$ cat src/rtl/dmg_lcd_capture_if.sv
// -----------------------------------------------------------------------------
// dmg_lcd_capture_if
// Bundles the DMG LCD pin set with the framebuffer write port so that the
// capture block sits between the two with a single connection.
//   lcd_clk, lcd_d0, lcd_d1  pixel clock and inverted 2-bit pixel data
//   lcd_hsync, lcd_vsync     line and frame sync, active high
//   wr_en, wr_addr, wr_data  framebuffer write strobe, linear address, pixel
// Modports:
//   master  drives the LCD pins and observes the framebuffer writes
//   slave   the capture block: reads the LCD pins, issues framebuffer writes
// -----------------------------------------------------------------------------
interface dmg_lcd_capture_if;
    logic        lcd_clk;
    logic        lcd_d0;
    logic        lcd_d1;
    logic        lcd_hsync;
    logic        lcd_vsync;
    logic        wr_en;
    logic [14:0] wr_addr;
    logic [1:0]  wr_data;

    modport master (
        output lcd_clk, lcd_d0, lcd_d1, lcd_hsync, lcd_vsync,
        input  wr_en, wr_addr, wr_data
    );

    modport slave (
        input  lcd_clk, lcd_d0, lcd_d1, lcd_hsync, lcd_vsync,
        output wr_en, wr_addr, wr_data
    );
endinterface

$ cat src/rtl/dmg_lcd_capture.sv
// -----------------------------------------------------------------------------
// dmg_lcd_capture
// Watches the DMG LCD bus (asynchronous to clk_32m) and rebuilds the image as
// a stream of framebuffer writes, one per pixel, at address y*HPIX + x.
// Ports:
//   clk_32m     system clock, at least 6x the LCD pixel clock
//   rst_n       asynchronous active-low reset
//   enable      capture enable; low forces the hunt for the next frame start
//   err_clr     one-cycle pulse clearing the sticky error flags
//   bus         LCD pins in, framebuffer write port out (slave modport)
//   frame_done  one-cycle pulse in the cycle after the last pixel write
//   overrun     sticky: more than HPIX pixel clocks seen in one line
//   short_line  sticky: a line ended with fewer than HPIX pixels
//   sync_err    sticky: vsync arrived before the frame completed
// -----------------------------------------------------------------------------
module dmg_lcd_capture #(
    parameter int HPIX = 160,
    parameter int VPIX = 144
) (
    input  logic                     clk_32m,
    input  logic                     rst_n,
    input  logic                     enable,
    input  logic                     err_clr,
    dmg_lcd_capture_if.slave         bus,
    output logic                     frame_done,
    output logic                     overrun,
    output logic                     short_line,
    output logic                     sync_err
);

    localparam logic [7:0]  HPIX_L    = 8'(HPIX);
    localparam logic [7:0]  VPIX_L    = 8'(VPIX);
    localparam logic [14:0] LINE_STEP = 15'(HPIX);

    typedef enum logic [1:0] {SEEK, HSYNC, PIXELS} state_t;

    // Synchronizer bit order: {vsync, hsync, d1, d0, clk}
    logic [4:0] s1;
    logic [4:0] s2;
    logic       s3_clk;
    logic       s3_hs;

    always_ff @(posedge clk_32m or negedge rst_n) begin
        if (!rst_n) begin
            s1     <= '0;
            s2     <= '0;
            s3_clk <= 1'b0;
            s3_hs  <= 1'b0;
        end else begin
            // NOTE: non-blocking assignments make each stage take the previous
            // stage's old value, so this really is a three-deep shift chain.
            s1     <= {bus.lcd_vsync, bus.lcd_hsync, bus.lcd_d1, bus.lcd_d0, bus.lcd_clk};
            s2     <= s1;
            s3_clk <= s2[0];
            s3_hs  <= s2[3];
        end
    end

    logic clk_fall;
    logic hs_rise;
    logic hs_fall;
    logic vs;

    assign clk_fall = s3_clk & ~s2[0];
    assign hs_rise  = ~s3_hs & s2[3];
    assign hs_fall  = s3_hs & ~s2[3];
    assign vs       = s2[4];

    state_t      state;
    logic [7:0]  x;
    logic [7:0]  y;
    logic [14:0] line_base;
    logic        done_pend;

    always_ff @(posedge clk_32m or negedge rst_n) begin
        if (!rst_n) begin
            state       <= SEEK;
            x           <= '0;
            y           <= '0;
            line_base   <= '0;
            done_pend   <= 1'b0;
            bus.wr_en   <= 1'b0;
            bus.wr_addr <= '0;
            bus.wr_data <= '0;
            frame_done  <= 1'b0;
            overrun     <= 1'b0;
            short_line  <= 1'b0;
            sync_err    <= 1'b0;
        end else begin
            bus.wr_en  <= 1'b0;
            done_pend  <= 1'b0;
            frame_done <= done_pend;

            // Clear first; any flag set further down in the same cycle
            // overrides this because the later assignment wins.
            if (err_clr) begin
                overrun    <= 1'b0;
                short_line <= 1'b0;
                sync_err   <= 1'b0;
            end

            if (!enable) begin
                state <= SEEK;
            end else begin
                case (state)
                    SEEK: begin
                        if (hs_rise && vs) begin
                            y         <= '0;
                            line_base <= '0;
                            state     <= HSYNC;
                        end
                    end

                    // Pixel clocks while hsync is high are not pixels.
                    HSYNC: begin
                        if (hs_fall) begin
                            x     <= '0;
                            state <= PIXELS;
                        end
                    end

                    PIXELS: begin
                        if (hs_rise) begin
                            if (x < HPIX_L) short_line <= 1'b1;
                            if (vs) begin
                                sync_err  <= 1'b1;
                                y         <= '0;
                                line_base <= '0;
                            end else begin
                                y         <= y + 8'd1;
                                line_base <= line_base + LINE_STEP;
                            end
                            state <= HSYNC;
                        end else if (clk_fall) begin
                            if (x < HPIX_L) begin
                                // Data is sampled mid-pixel; the bus carries it inverted.
                                bus.wr_en   <= 1'b1;
                                bus.wr_addr <= line_base + {7'd0, x};
                                bus.wr_data <= ~s2[2:1];
                                x           <= x + 8'd1;
                                if (x == HPIX_L - 8'd1 && y == VPIX_L - 8'd1) begin
                                    done_pend <= 1'b1;
                                    state     <= SEEK;
                                end
                            end else begin
                                overrun <= 1'b1;
                            end
                        end
                    end

                    default: state <= SEEK;
                endcase
            end
        end
    end

endmodule
$ cat src/flat_wrapper.sv
// flat-port wrapper written by rule: the top's interface ports become plain ports
module dmg_lcd_capture_flat 
#(
    parameter int HPIX = 160,
    parameter int VPIX = 144
)
  (clk_32m, rst_n, enable, err_clr, frame_done, overrun, short_line, sync_err, bus_lcd_clk, bus_lcd_d0, bus_lcd_d1, bus_lcd_hsync, bus_lcd_vsync, bus_wr_en, bus_wr_addr, bus_wr_data);
  dmg_lcd_capture_if bus_i ();
  input  logic clk_32m;
  input  logic rst_n;
  input  logic enable;
  input  logic err_clr;
  output logic frame_done;
  output logic overrun;
  output logic short_line;
  output logic sync_err;
  input wire logic [$bits(bus_i.lcd_clk)-1:0] bus_lcd_clk;
  input wire logic [$bits(bus_i.lcd_d0)-1:0] bus_lcd_d0;
  input wire logic [$bits(bus_i.lcd_d1)-1:0] bus_lcd_d1;
  input wire logic [$bits(bus_i.lcd_hsync)-1:0] bus_lcd_hsync;
  input wire logic [$bits(bus_i.lcd_vsync)-1:0] bus_lcd_vsync;
  output wire logic [$bits(bus_i.wr_en)-1:0] bus_wr_en;
  output wire logic [$bits(bus_i.wr_addr)-1:0] bus_wr_addr;
  output wire logic [$bits(bus_i.wr_data)-1:0] bus_wr_data;
  assign bus_i.lcd_clk = bus_lcd_clk;
  assign bus_i.lcd_d0 = bus_lcd_d0;
  assign bus_i.lcd_d1 = bus_lcd_d1;
  assign bus_i.lcd_hsync = bus_lcd_hsync;
  assign bus_i.lcd_vsync = bus_lcd_vsync;
  assign bus_wr_en = bus_i.wr_en;
  assign bus_wr_addr = bus_i.wr_addr;
  assign bus_wr_data = bus_i.wr_data;
  dmg_lcd_capture #(.HPIX(HPIX), .VPIX(VPIX)) u_core (.clk_32m(clk_32m), .rst_n(rst_n), .enable(enable), .err_clr(err_clr), .bus(bus_i), .frame_done(frame_done), .overrun(overrun), .short_line(short_line), .sync_err(sync_err));
endmodule
$ cat config.mk
export PLATFORM = sky130hd
export DESIGN_NAME = dmg_lcd_capture_flat
export DESIGN_NICKNAME = d
export VERILOG_FILES = /design/src/rtl/dmg_lcd_capture_if.sv /design/src/rtl/dmg_lcd_capture.sv /design/src/flat_wrapper.sv
export SDC_FILE = /design/constraint.sdc
export NUM_CORES = 1
export LEC_CHECK = 0
export CAP_MARGIN = 20
export CORE_UTILIZATION = 51
export CTS_CLUSTER_DIAMETER = 30
export DETAILED_ROUTE_END_ITERATION = 16
export PLACE_DENSITY = 0.83
export SKIP_CTS_REPAIR_TIMING = 1
export SYNTH_ARGS = -nofsm -noshare
export SYNTH_HDL_FRONTEND = slang
export SYNTH_SLANG_ARGS = --single-unit
$ cat constraint.sdc
create_clock -name clk_32m -period 2.1 [get_ports clk_32m]
set_input_delay 0.42 -clock clk_32m [delete_from_list [all_inputs] [get_ports clk_32m]]
set_output_delay 0.42 -clock clk_32m [all_outputs]
set_load 0.02 [all_outputs]
# --- Yosys cells after proc, flatten, opt, wreduce, memory -nomap -nowiden ---
# Index checks and enable logic that the tools add are counted.
op_classes:
  add_sub_neg: 4
  n_lt_le_gt_ge: 1
  eq_ne: 15
  mux: 48
  n_bitwise: 8
  n_reduce_logical: 9
op_table:
  columns: ["cell", "count"]
  rows:
  - ["8-bit two-way mux", 7]
  - ["15-bit two-way mux", 3]
  - ["8-bit case mux with 2 select lines", 2]
  - ["15-bit case mux with 2 select lines", 1]
  - ["1-bit two-way mux", 27]
  - ["8-bit by 1-bit adder with 8-bit output (second input constant)", 2]
  - ["8-bit equality test (second input constant)", 2]
  - ["15-bit by 8-bit adder with 15-bit output", 1]
  - ["15-bit by 8-bit adder with 15-bit output (second input constant)", 1]
  - ["2-bit two-way mux", 7]
  - ["4-bit by 2-bit inequality test with 1-bit output (second input constant)", 3]
  - ["2-bit by 1-bit inequality test with 1-bit output (second input constant)", 5]
  - ["5-bit AND reduction", 2]
  - ["8-bit less-than comparator (second input constant)", 1]
  - ["3-bit by 2-bit inequality test with 1-bit output (second input constant)", 2]
  - ["2-bit case mux with 3 select lines", 1]
  - ["6-bit AND reduction", 1]
  - ["1-bit inverter", 4]
  - ["4-bit AND reduction", 1]
  - ["2-bit nonzero test", 2]
  - ["1-bit bitwise AND", 3]
  - ["2-bit by 1-bit equality test with 1-bit output (second input constant)", 1]
  - ["2-bit equality test (second input constant)", 1]
  - ["1-bit logical AND", 2]
  - ["other kinds (3)", 3]
totals:
  ff_bits: 68
  input_bits: 9
  output_inout_bits: 22
  word_cells: 101

# --- Depth between registers and ports, before layout ---
logic_depth:
  word_depth: 8
  mapped_depth: 8
  depth_no_buf: 6

# --- Least setup slack after synthesis ---
# No wires, ideal clock.
synth_timing:
  path_type: "reg2reg"
  start: "reg u_core.state[0]"
  end: "reg u_core.bus.wr_addr[7]"
  setup_ns: 0.128
  arrival_time_ns: 1.966
  t_required_ns: 1.972
  path_slack_ns: 0.007
  stages_incl_launch_ff: 8
  n_path_buf: 2
  period_less_slack_ns: 2.093
  path_cell_list: "dfrtp_1 > inv_1 > ha_1 > buf_2 > nand2_2 > nor4_4 > buf_2 > mux2_1"
synth_between:
  elab_chain_cells: 2
synth_lines:
  columns: ["element", "line_no", "text"]
  rows:
  - ["start, declared", "dmg_lcd_capture.sv:69", "state_t state;"]
  - ["start signal, assigned", "dmg_lcd_capture.sv:77", "state <= SEEK;"]
  - ["start signal, assigned", "dmg_lcd_capture.sv:103", "state <= SEEK;"]
  - ["start signal, assigned", "dmg_lcd_capture.sv:110", "state <= HSYNC;"]
  - ["2-bit equality test", "dmg_lcd_capture.sv:105", "case (state)"]
  - ["5-bit AND reduction (no line)", null, null]
  - ["end signal, assigned", "dmg_lcd_capture.sv:138", "bus.wr_addr <= line_base + {7'd0, x};"]
  - ["end, declared", "dmg_lcd_capture_if.sv:29", "output wr_en, wr_addr, wr_data"]
# No other way between the ends.
# A chain may end at the register's enable or synchronous reset.

# --- Worst setup path after layout ---
layout_timing:
  start: "reg u_core.x[5]"
  end: "reg u_core.x[6]"
layout_between:
  elab_chain_cells: 5
  elab_cells_between_ends: 8
  classes_between: "1 x add/sub; 1 x order compare; 1 x eq/ne; 4 x mux; 1 x reduce/logical"
layout_lines:
  columns: ["element", "line_no", "text"]
  rows:
  - ["start, declared", "dmg_lcd_capture.sv:70", "logic [7:0] x;"]
  - ["start signal, assigned", "dmg_lcd_capture.sv:140", "x <= x + 8'd1;"]
  - ["8-bit by 1-bit adder with 8-bit output", "dmg_lcd_capture.sv:140", null]
  - ["8-bit two-way mux", "dmg_lcd_capture.sv:135", "if (x < HPIX_L) begin"]
  - ["8-bit two-way mux", "dmg_lcd_capture.sv:134", "end else if (clk_fall) begin"]
  - ["8-bit two-way mux", "dmg_lcd_capture.sv:123", "if (hs_rise) begin"]
  - ["8-bit case mux with 2 select lines", "dmg_lcd_capture.sv:105", null]
# Parallel ways exist; a longest one is shown, timed or not. The select of a mux whose other input is x is not followed.

==> flow_summary_export.csv <==
group,metric,value,unit
status,status,"completed",
floorplanning,dieArea,6224,sq um
detailed_routing,wl_met1,2658,um
logic_synthesis,ys.warnings.count,0,
setup_path,crit_fanout,12,
pwr,p_int,2.333,mW
sta,timing.final.crit_share,90.59,%
logic_synthesis,synth_seq_cells,63,
sta,worst_hold_slack,23.51,ps
logic_synthesis,synth-edff-count,0,
detailed_routing,wl_met3,192,um
detailed_routing,drt_wl_total,5969,um
logic_synthesis,yosysTopAreaCell,"dfrtp_1",
setup_path,worstSetupStartpointType,"register",
logic_synthesis,yosysMostFrequentCell,"dfrtp_1",
sta,slew_headroom,65.11,%
floorplanning,die_width,78.89,um
pwr,ir_drop,0.5998,mV
logic_synthesis,synth.cell_area,3015,sq um
pwr,p_total,3.485,mW
clocking,clk_pin_slew,70,ps
placed_design,gp_congestion,0.7761,
logic_synthesis,yosysTopAreaCellShare,52.28,%
final_layout,layoutNonFillerInstCount,408,
pwr,leakagePower,1.564,nW
sta,skew,6.387,ps
global_route,grt_max_degree,27,
detailed_routing,routed-wl-met2,2996,um
placed_design,placed_area,3453,sq um
pwr,p_switching,1.152,mW
pwr,clkPwrFrac,27.0,%
floorplanning,core_area,5608,sq um
sta,worstMarginPinSlew,522.2,ps
logic_synthesis,async_reset_ff_share,100.0,%
sta,rsz0062_at_grt,"no",
final_layout,diodes,0,
setup_path,r2r-end,"u_core.x[6]",
setup_path,critPathSlowestCell,"or4_1",
floorplanning,start_util,53.77,%
floorplanning,ios,31,
setup_path,cp_top_family,"compound AO/OA/AOI/OAI gates",
pwr,power_density,960.4,nW/um^2
setup_path,cp-end-kind,"register",
detailed_routing,drt.antenna.violating_nets,0,
logic_synthesis,avgSynthCellArea,10.43,sq um
worst_hold_path,worstHoldPathType,"in2async",
sta,finalHoldViolations,0,
setup_path,reg2reg_depth,4,
detailed_routing,vias_per_cell,5.725,
final_layout,fin_nets,351,
logic_synthesis,synth_area_leaders,"dfrtp_1 (52%), ha_1 (4.6%), o21ai_0 (4.0%)",
logic_synthesis,ys.flop_type,"dfrtp_1",
clocking,cts_inserted_buffers,9,
global_route,track_usage,21.55,%
final_layout,drive_gt1_share,10.42,%
setup_path,critPathMaxStageDelay,510,ps
pwr,p_comb_share,29.0,%
logic_synthesis,synthDistinctLibCells,47,
placed_design,io_buffer_count,30,
clocking,cts_sinks,63,
detailed_routing,avgRoutedWirePerCell,14.63,um
setup_path,cp.arrival,2170,ps
setup_path,cp.required,2370,ps
sta,setup_tns,0,ps
global_route,grt_pass1_vias,2221,
final_layout,area_growth,20.33,%
clocking,htreeDepth,3,
pwr,seqPwrFrac,44.0,%
setup_path,r2r_start,"u_core.x[5]",
logic_synthesis,synthCells,289,
setup_path,critical_path_class,"reg2reg",
clocking,clkLatencyLatePin,340,ps
sta,min_period,1902,ps
sta,slew_viol_final,0,
detailed_routing,post-route-drc-count,0,
setup_path,path_cells,"o21a_4 > o31a_1 > or4_1 > a21oi_1",
setup_path,rrSetupSlack,200,ps
logic_synthesis,yosysSeqAreaShare,52.28,%
floorplanning,num_rows,27,
detailed_routing,via_count,2336,
clocking,cts_root_buffer,"clkbuf_8",
placed_design,placed_cells,392,
pwr,switching_share,33.05,%
detailed_routing,routed.top_layer,"met4",
final_layout,finalInstanceArea,3628,sq um
global_route,grt_pass1_wl,10160,um
logic_synthesis,yosys-top-cells-count,"dfrtp_1 (63), o21ai_0 (24), nand2_1 (18)",
global_route,antenna_found_initial,0,
sta,fmaxAchievable,525.6,MHz
setup_path,critical_path_buf_inv_count,0,
detailed_routing,drt_first_pass_iters,4,
floorplanning,die_h,78.89,um
clocking,cts.path.max_buffers,2,
placed_design,dp_hpwl,4213,um
sta,setup_viol,0,
global_route,grt_overflow,0,
detailed_routing,drtIter0Drc,158,
logic_synthesis,syn_nets,309,
clocking,cts_tree,"done",
job,cap_violations,0,
-- power groups by stage --
stage / sequential (mW) / clock (mW) / combinational (mW)
2_1_floorplan: 1.65 / 0 / 0.498
3_3_place_gp: 1.54 / 0 / 0.976
3_5_place_dp: 1.56 / 0 / 1.01
4_1_cts: 1.53 / 0.953 / 1.02
5_1_grt: 1.56 / 1.01 / 1.12
6_report: 1.53 / 0.940 / 1.01
-- placed cells by master (no fill, tap or decap), drive strengths merged, types with 2 or more instances in the layout --
master	n
clkdlybuf4s50	29
mux2i	4
o32ai	2
nor2	16
nor3	4
buf	16
nand4	3
nor4	4
o211ai	2
o31ai	8
a211oi	2
a21o	2
inv	10
o22ai	3
nand2b	7
a21oi	16
and2	4
o21a	2
or3	4
o41ai	2
or4	5
nor2b	2
nand2	19
clkinv	4
mux2	8
dfrtp	63
a41oi	2
a31oi	4
nand3	11
clkbuf	12
ha	11
o21ai	33
xnor2	8
and3	4
nor3b	2
-- worst reg2reg max path, cell delays in order (launching register included) --
cell	delay [ps]
dfrtp_1	500
o21a_4	290
o31a_1	370
or4_1	510
a21oi_1	160
-- area by class of cell --
type | instances | area (sq um)
flip-flops and latches | 63 | 1577
multi-input cells | 202 | 1329
well taps | 72 | 90.09
fillers | 467 | 1979
inverters | 10 | 37.54
clock inverters | 4 | 20.02
repair buffers | 45 | 420.4
clock buffers | 12 | 155.1
-- how the worst max path moves through the flow --
stage,start,endpoint,slack [ps],depth (start not counted)
after floorplan,u_core.state[0],u_core.bus.wr_addr[7],7,7
after global placement,enable,u_core.x[6],-40,6
after detailed placement,enable,u_core.x[6],-80,6
after CTS,u_core.x[5],u_core.x[6],200,4
after global routing,u_core.state[0],u_core.bus.wr_addr[14],70,8
final,u_core.x[5],u_core.x[6],200,4
-- logic make-up after synthesis --
family	after synthesis	synth area share, %
adder cells (fa/ha/maj)	11	4.564
AO/OA/AOI/OAI	80	16.14
multiplexers	12	4.316
buffers and inverters	24	3.652
flip-flops	63	52.28
AND/OR/NAND/NOR	91	16.72
XOR/XNOR	8	2.324
-- stage by stage --
| stage | worst slack, ps | utilization, % |
|---|---|---|
| 2_1_floorplan | 6.527 | - |
| 3_3_place_gp | -42.86 | 61.58 |
| 3_5_place_dp | -75.41 | 61.58 |
| 4_1_cts | 204.5 | 64.70 |
| 5_1_grt | 69.18 | 64.70 |
| 6_report | 197.6 | 64.70 |
-- state kept, by name, indices dropped and copies added, names as in the netlist --
name	flops
u_core.s2	5
u_core.state	2
u_core.s3_clk	1
u_core.bus.wr_data	2
u_core.line_base	10
u_core.done_pend	1
u_core.short_line	1
u_core.frame_done	1
u_core.x	8
u_core.bus.wr_en	1
u_core.bus.wr_addr	15
u_core.sync_err	1
u_core.s3_hs	1
u_core.s1	5
u_core.y	8
u_core.overrun	1
-- per-layer routing --
metal | up-vias | global-route usage [%]
li1 | 1133 | -
met1 | 1139 | 26.09
met2 | 52 | 36.43
met3 | 12 | 4.483
met4 | 0 | 10.91
met5 | - | 0
(Power assumes the default switching activity.)
